<file path="config.mk">
export PLATFORM = sky130hd
export DESIGN_NAME = hvac_zone_scheduler
export DESIGN_NICKNAME = d
export VERILOG_FILES = /design/src/rtl/hvac_pkg.sv /design/src/rtl/hvac_zone_scheduler_rr_pick.sv /design/src/rtl/hvac_zone_scheduler.sv
export SDC_FILE = /design/constraint.sdc
export NUM_CORES = 1
export LEC_CHECK = 0
export BUFFER_PORTS_ARGS = -buffer_cell sky130_fd_sc_hd__buf_2
export CAP_MARGIN = 20
export CELL_PAD_IN_SITES_DETAIL_PLACEMENT = 2
export CELL_PAD_IN_SITES_GLOBAL_PLACEMENT = 2
export CORE_UTILIZATION = 31
export CTS_CLUSTER_SIZE = 14
export DETAILED_ROUTE_END_ITERATION = 12
export PLACE_DENSITY = 0.86
export SYNTH_ARGS = -nofsm -noshare
export SYNTH_HDL_FRONTEND = slang
export SYNTH_SLANG_ARGS = --single-unit
export TNS_END_PERCENT = 10
</file>
<file path="constraint.sdc">
create_clock -name clk -period 5.16 [get_ports clk]
set_clock_uncertainty 0.1 [all_clocks]
set_input_delay 1.29 -clock clk [delete_from_list [all_inputs] [get_ports clk]]
set_output_delay 1.29 -clock clk [all_outputs]
set_load 0.1 [all_outputs]
</file>
<file path="src/rtl/hvac_pkg.sv">
// hvac_pkg: shared types and widened temperature compares for the zone scheduler
package hvac_pkg;
  localparam int TEMP_W = 12;
  typedef logic signed [TEMP_W-1:0] temp_t;
  typedef enum logic {HEAT, COOL} hvac_mode_e;
  typedef enum logic [1:0] {LOCKOUT, IDLE, RUN} sched_state_e;
  // int operands leave headroom so setpoint +/- offset never wraps
  function automatic logic temp_lt_ofs(input int a, input int b, input int ofs);
    return a < b - ofs;
  endfunction
  function automatic logic temp_gt_ofs(input int a, input int b, input int ofs);
    return a > b + ofs;
  endfunction
endpackage

</file>
<file path="src/rtl/hvac_zone_scheduler_rr_pick.sv">
// rr_pick: first set request at or after a start index, wrapping modulo N
module rr_pick #(
  parameter int N = 4
) (
  input  logic [N-1:0]         req,
  input  logic [$clog2(N)-1:0] start,
  output logic                 found,
  output logic [$clog2(N)-1:0] idx
);
  localparam int W = $clog2(N);
  logic [W-1:0] j;
  // scan farthest offset first so the nearest hit wins
  always_comb begin
    found = 1'b0;
    idx = '0;
    j = '0;
    for (int k = N - 1; k >= 0; k--) begin
      j = W'((int'(start) + k) % N);
      if (req[j]) begin
        found = 1'b1;
        idx = j;
      end
    end
  end
endmodule

</file>
<file path="src/rtl/hvac_zone_scheduler.sv">
// hvac_zone_scheduler: round-robin sharing of one heat/cool plant across zones
// with compressor minimum-on, minimum-off and maximum-run enforcement
module hvac_zone_scheduler
  import hvac_pkg::*;
#(
  parameter int NZONES  = 4,
  parameter int TW      = 12,
  parameter int HYST    = 5,
  parameter int MIN_ON  = 8,
  parameter int MIN_OFF = 4,
  parameter int MAX_RUN = 32
) (
  input  logic                      clk,
  input  logic                      reset,
  input  logic                      enable,
  input  logic [NZONES*TW-1:0]      setpoint,
  input  logic [NZONES*TW-1:0]      temp,
  output logic                      heat,
  output logic                      cool,
  output logic [NZONES-1:0]         damper,
  output logic [$clog2(NZONES)-1:0] active_zone,
  output logic                      lockout,
  output logic [NZONES-1:0]         demand_heat,
  output logic [NZONES-1:0]         demand_cool
);
  localparam int ZW = $clog2(NZONES);
  localparam int RW = $clog2(MAX_RUN + 1);
  localparam int OW = $clog2(MIN_OFF) + 1;
  localparam logic [RW-1:0] RUN_MIN = RW'(MIN_ON - 1);
  localparam logic [RW-1:0] RUN_PRE = RW'(MAX_RUN - 1);
  localparam logic [RW-1:0] RUN_SAT = RW'(MAX_RUN);
  localparam logic [OW-1:0] OFF_LAST = OW'(MIN_OFF - 1);
  localparam logic [ZW-1:0] ZLAST = ZW'(NZONES - 1);

  logic signed [TW-1:0] t_a [NZONES];
  logic signed [TW-1:0] s_a [NZONES];
  sched_state_e state;
  hvac_mode_e mode;
  logic [RW-1:0] run_cnt;
  logic [OW-1:0] off_cnt;
  logic [ZW-1:0] last_zone, start, pick;
  logic [NZONES-1:0] req, req_other;
  logic found, sat, other, stop;

  always_comb begin
    for (int i = 0; i < NZONES; i++) begin
      t_a[i] = temp[i*TW +: TW];
      s_a[i] = setpoint[i*TW +: TW];
      demand_heat[i] = temp_lt_ofs(int'(t_a[i]), int'(s_a[i]), HYST);
      demand_cool[i] = temp_gt_ofs(int'(t_a[i]), int'(s_a[i]), HYST);
    end
  end

  always_comb begin
    req_other = req;
    req_other[active_zone] = 1'b0;
  end

  assign req = demand_heat | demand_cool;
  assign start = (last_zone == ZLAST) ? '0 : last_zone + 1'b1;
  assign other = |req_other;
  assign sat = (mode == HEAT) ? (t_a[active_zone] >= s_a[active_zone])
                              : (t_a[active_zone] <= s_a[active_zone]);
  // enable low stops immediately; otherwise honour min-on before satisfaction exit
  assign stop = !enable || (sat && run_cnt >= RUN_MIN) || (other && run_cnt >= RUN_PRE);
  assign lockout = state == LOCKOUT;

  rr_pick #(.N(NZONES)) u_pick (
    .req  (req),
    .start(start),
    .found(found),
    .idx  (pick)
  );

  // plant outputs follow the pre-edge state, so heat/cool and damper move together
  always_ff @(posedge clk or negedge reset)
    if (!reset) begin
      state       <= LOCKOUT;
      mode        <= HEAT;
      run_cnt     <= '0;
      off_cnt     <= '0;
      last_zone   <= ZLAST;
      active_zone <= '0;
      heat        <= 1'b0;
      cool        <= 1'b0;
      damper      <= '0;
    end else begin
      heat   <= state == RUN && enable && mode == HEAT;
      cool   <= state == RUN && enable && mode == COOL;
      damper <= (state == RUN && enable) ? NZONES'(1) << active_zone : '0;
      case (state)
        LOCKOUT: begin
          off_cnt <= off_cnt + 1'b1;
          if (off_cnt == OFF_LAST) begin
            state   <= IDLE;
            off_cnt <= '0;
          end
        end
        IDLE:
          if (enable && found) begin
            state       <= RUN;
            active_zone <= pick;
            mode        <= demand_heat[pick] ? HEAT : COOL;
            run_cnt     <= '0;
          end
        RUN: begin
          run_cnt <= (run_cnt == RUN_SAT) ? run_cnt : run_cnt + 1'b1;
          if (stop) begin
            state     <= LOCKOUT;
            off_cnt   <= '0;
            last_zone <= active_zone;
          end
        end
        default: state <= LOCKOUT;
      endcase
    end
endmodule

</file>
**Yosys cells after proc, flatten, opt, wreduce, memory -nomap -nowiden**

Cells that the tools add are included.

- Output and inout bits: 17
- Register bits after elaboration: 22
- Input bits: 99
- Logic and storage cells: 117

- Muxes and demuxes: 40
- Equality and inequality tests: 9
- Shift operators: 1
- Reduce and logical (&&, ||, !) cells: 19
- Bitwise logic cells: 5
- Magnitude comparators: 20
- Add/sub/neg operators: 14

Operator list:

| operator | count |
|---|---|
| $add A12 B4 Y13 const B | 4 |
| $gt A12 B13 Y1 | 4 |
| $lt A12 B13 Y1 | 4 |
| $sub A12 B4 Y13 const B | 4 |
| $bmux W12 S2 | 2 |
| $mux W12 | 4 |
| $lt A2 B3 Y1 const B | 6 |
| $mux W2 | 8 |
| $ge A12 B12 Y1 | 1 |
| $le A12 B12 Y1 | 1 |
| $mux W1 | 12 |
| $mux W6 | 2 |
| $pmux W6 S2 | 1 |
| $bmux W1 S2 | 5 |
| $logic_and A1 B1 Y1 | 7 |
| $add A6 B1 Y6 const B | 1 |
| $eq A6 B6 Y1 const B | 1 |
| $ge A6 B3 Y1 const B | 1 |
| $ge A6 B5 Y1 const B | 1 |
| $mux W3 | 2 |
| $ne A2 B2 Y1 const B | 3 |
| $pmux W2 S3 | 1 |
| $pmux W3 S2 | 1 |
| $reduce_and A2 Y1 | 3 |
| other kinds (23) | 29 |

**Depth between registers and ports, before layout**

- Word-level depth: 12
- Depth in mapped cells: 19
- Mapped depth without buffers: 18

**Modules after synthesis**

Synthesis repeated with hierarchy kept, for this count alone.

- Cells, all modules: 729
- Area, all modules: 6,009.5 sq um

Modules (own cells, without submodules):

| module | cells each | area an instance (sq um) | instances |
|---|---|---|---|
| hvac_zone_scheduler | 716 | 5,931.9 | 1 |
| rr_pick | 13 | 77.6 | 1 |

**Least setup slack after synthesis**

Ideal clock, no wire load.

- Path type: input to output
- Start: input port setpoint[27]
- End: output port demand_cool[2]
- Setup slack: -1.413 ns
- Data required time: 3.770 ns
- Arrival time: 5.183 ns
- Stages on the path: 11
- Path through: clkbuf_1 -> nand4_1 -> nor2_1 -> nand3_1 -> xor2_1 -> ha_1 -> and4_4 -> nand4_1 -> a21o_1 -> and3_4 -> nor3_1

- Cells in the longest elaborated chain, start to end: 2

Ends and longest elaborated chain:

| what | line | source |
|---|---|---|
| start: declaration | hvac_zone_scheduler.sv:16 | `input logic [NZONES*TW-1:0] setpoint,` |
| $add A12 B4 Y13 | hvac_pkg.sv:12 | `return a > b + ofs;` |
| $gt A12 B13 Y1 | hvac_pkg.sv:12 |  |
| end: declaration | hvac_zone_scheduler.sv:24 | `output logic [NZONES-1:0] demand_cool` |

No other way between the ends.

**Final worst setup path**

- Start: input port setpoint[0]
- End: output port demand_heat[0]

- Cells in the longest elaborated chain, start to end: 2

Ends and longest elaborated chain:

| what | line | source |
|---|---|---|
| $sub A12 B4 Y13 | hvac_pkg.sv:9 | `return a < b - ofs;` |
| $lt A12 B13 Y1 | hvac_pkg.sv:9 |  |
| end: declaration | hvac_zone_scheduler.sv:23 | `output logic [NZONES-1:0] demand_heat,` |

No other way between the ends.

==> impl_metrics.toml <==
[run_status]
status = "complete, but fails checks"
violations = "setup timing"

[logic_synthesis]
async_reset_ff_frac = 1.000
seq_area_frac_synth = 0.09069
ys_seq_elements = 22
syn_area_per_cell_um2 = 8.458
syn_inst = 721
synth.distinct_cells = 76
ys.warnings.count = 0
syn_area_mm2 = 0.006098
ys.flop_type = "dfrtp_1"
synth_edf_count = 0
synth_fp_nets = 948

[route]
totalWireLength_um = 32930
drt_iter0_drc = 421
firstDrtPassIters = 4
ant_nets = 0
drc = 0
via_count = 7166
vias_per_cell = 6.083
wl_per_cell_um = 27.95

[critical_path]
worstPathArrival_ns = 4.25
worstPathRequired_ns = 3.77
r2r_slack_ns = 0.68
cp-start-kind = "input port"
path_common_cell = "buf_4"
endpoint_kind = "output pin"
crit_chain = "buf_8 -> inv_8 -> ha_4 -> inv_2 -> a21o_1 -> or3_4 -> or2_4 -> nor4_4 -> xnor2_1 -> ha_1 -> nand4_1 -> buf_4 -> nor2_2 -> nor4_2 -> buf_4 -> a21o_4 -> nand2_4 -> buf_12"
critPathMaxFanout = 3
slowest_delay_ns = 0.35
critPathSlowestCell = "or3_4"
path_class = "input port to output pin"

[final_layout]
fill_cells = 2145
nNetsFinal = 1146
drive_gt1_frac = 0.3715
diodes = 0
fin_util = 0.4364
layout_commonest_cell = "ha_1"
syn2layout_area_growth_pct = 36.09
layout_common_cells = "ha_1 (123), buf_4 (112), buf_2 (104)"

[floorplan]
die_area_mm2 = 0.02024
initial_core_util = 0.3207
pin_count = 116
die-width_um = 142.3
core-area_mm2 = 0.01902
die_h_um = 142.3
rows = 50

[sta]
setup_violations = 15
period_minus_slack_ns = 5.637
hold_ws_ns = 0.3945
relSlewSlack = 0.3391
fmax_mhz = 177.4
tightestPinTransition_ns = 0.9663
fin_ws_ns = -0.4768
hold_viol_final = 0
fin_crit_sh = 1.092
finalMaxSlewViolations = 0
rsz0062_at_grt = "true"

[place]
dp_slack_ns = -0.6982
io_buffers = 115
gp_congestion = 0.8564
dp_hpwl_um = 24650

[global_routing]
antenna_found_initial = 0
grt_overflow_total = 0
grt_max_degree = 33
grt_use_total = 0.2969
grt_pass1_wl_um = 45610
first_global_vias = 7959

[clock_network]
cts-buffers-inserted = 3
numClockSinks = 22
cts.reportedPaths.clkPinSlew_ns = 0.06
htreeDepth = 1
clock_latency_ns = 0.25
cts_tree = "yes"
hold_buffers = 0
clock_path_buffers = 2
root_buffer = "clkbuf_16"

[pwr]
ir_drop_mv = 0.1856
total_power_mw = 2.412
powerDensity_mw_per_mm2 = 290.6
p_leak_nw = 3.797

[min_path]
hp-class = "register to register"

[run]
maxCapViolations = 0
[power by group]
part | internal (mW) | leakage (nW) | switching (mW)
Combinational | 0.748 | 3.46 | 1.16
Sequential | 0.226 | 0.286 | 0.0576
Clock | 0.154 | 0.0511 | 0.0631
Total | 1.13 | 3.80 | 1.28
[sequential cells by signal, summed over array words and instances (netlist names)]
signal	count
cool	1
mode	1
heat	1
active_zone	2
state	2
damper	4
run_cnt	6
last_zone	2
off_cnt	3
[worst paths after layout]
| kind | start | to | cells past startpoint |
|---|---|---|---|
| hold reg to reg | active_zone[0] | damper[2] | 1 |
| max in group asynchronous | reset | last_zone[1] | 1 |
| hold / removal | active_zone[0] | damper[2] | 1 |
| setup reg to reg | active_zone[0] | last_zone[0] | 12 |
| setup / recovery | setpoint[0] | demand_heat[0] | 18 |
| min in group asynchronous | reset | off_cnt[1] | 1 |
[final cells by class]
cell class / instances / area (um2) / area share
multi-input combinational: 622 / 5539 / 0.6674
timing repair buffer: 230 / 1588 / 0.1913
sequential: 22 / 553.0 / 0.06664
tap: 260 / 325.3 / 0.03920
inverter: 40 / 188.9 / 0.02276
clock buffer: 3 / 75.07 / 0.009046
clock inverter: 1 / 30.03 / 0.003618
[logic make-up (layout without fill, tap and decap cells)]
logic type / count (synthesis) / after routing / synth area share
flops: 22 / 22 / 0.09069
fa+ha+maj: 128 / 128 / 0.2626
xor+xnor: 82 / 82 / 0.1178
buf+inv: 77 / 274 / 0.05355
compound gates: 139 / 139 / 0.1629
simple gates: 240 / 240 / 0.2074
mux: 33 / 33 / 0.1050
[critical path: cells and delay by family]
kind                       cells  cell delay, ns
AOI/OAI and AO/OA              2            0.42
xor gates and xnor gates       1            0.10
adders and majority gates      2            0.46
buffers and inverters          6            0.73
and+or+nand+nor                7            1.24
[stage by stage]
stage	cells	area, um2	TNS [ns]
after CTS	1176	8138	-1.062
after detailed placement	1157	7729	-8.340
after floorplan	721	6190	-0.8706
final	1178	8299	-2.502
after global placement	1157	7729	-3.453
after global routing	1178	8299	-5.301
[cells in the mapped netlist, types with 5 or more instances]
cell type	number	area share
nand2_1	50	0.031
ha_1	128	0.26
a21o_1	11	0.014
o31ai_1	10	0.012
dfrtp_1	20	0.082
xnor2_1	34	0.049
mux4_2	24	0.089
nor2_1	58	0.036
xor2_1	48	0.069
a31oi_1	7	0.0072
clkbuf_1	26	0.016
o21ai_1	5	0.0041
o21ai_0	16	0.013
o21bai_1	5	0.0062
nor4_1	13	0.013
nor2b_1	11	0.011
nor3_1	16	0.013
inv_1	40	0.025
a21oi_1	38	0.031
nand2b_1	8	0.0082
o2111ai_1	5	0.0072
nand3_1	17	0.014
nand4_1	33	0.034
[per-layer routing]
layer / part of all wire / GRT usage / routed length, um / vias to the layer above
li1: - / - / - / 3081
met1: 0.37 / 0.3333 / 12290 / 3605
met2: 0.50 / 0.5495 / 16510 / 341
met3: 0.050 / 0.03028 / 1655 / 139
met4: 0.075 / 0.1585 / 2469 / 0
met5: 0 / 0 / 0 / -
[repair_timing]
item	4_1_cts	5_1_grt
endpoints found under the setup margin	23	23
hold endpoints to repair	0	0
gates resized for setup	52	30
buffers inserted	15	2
pin swaps	30	17
Note: power is estimated with default switching activity, not from simulation.
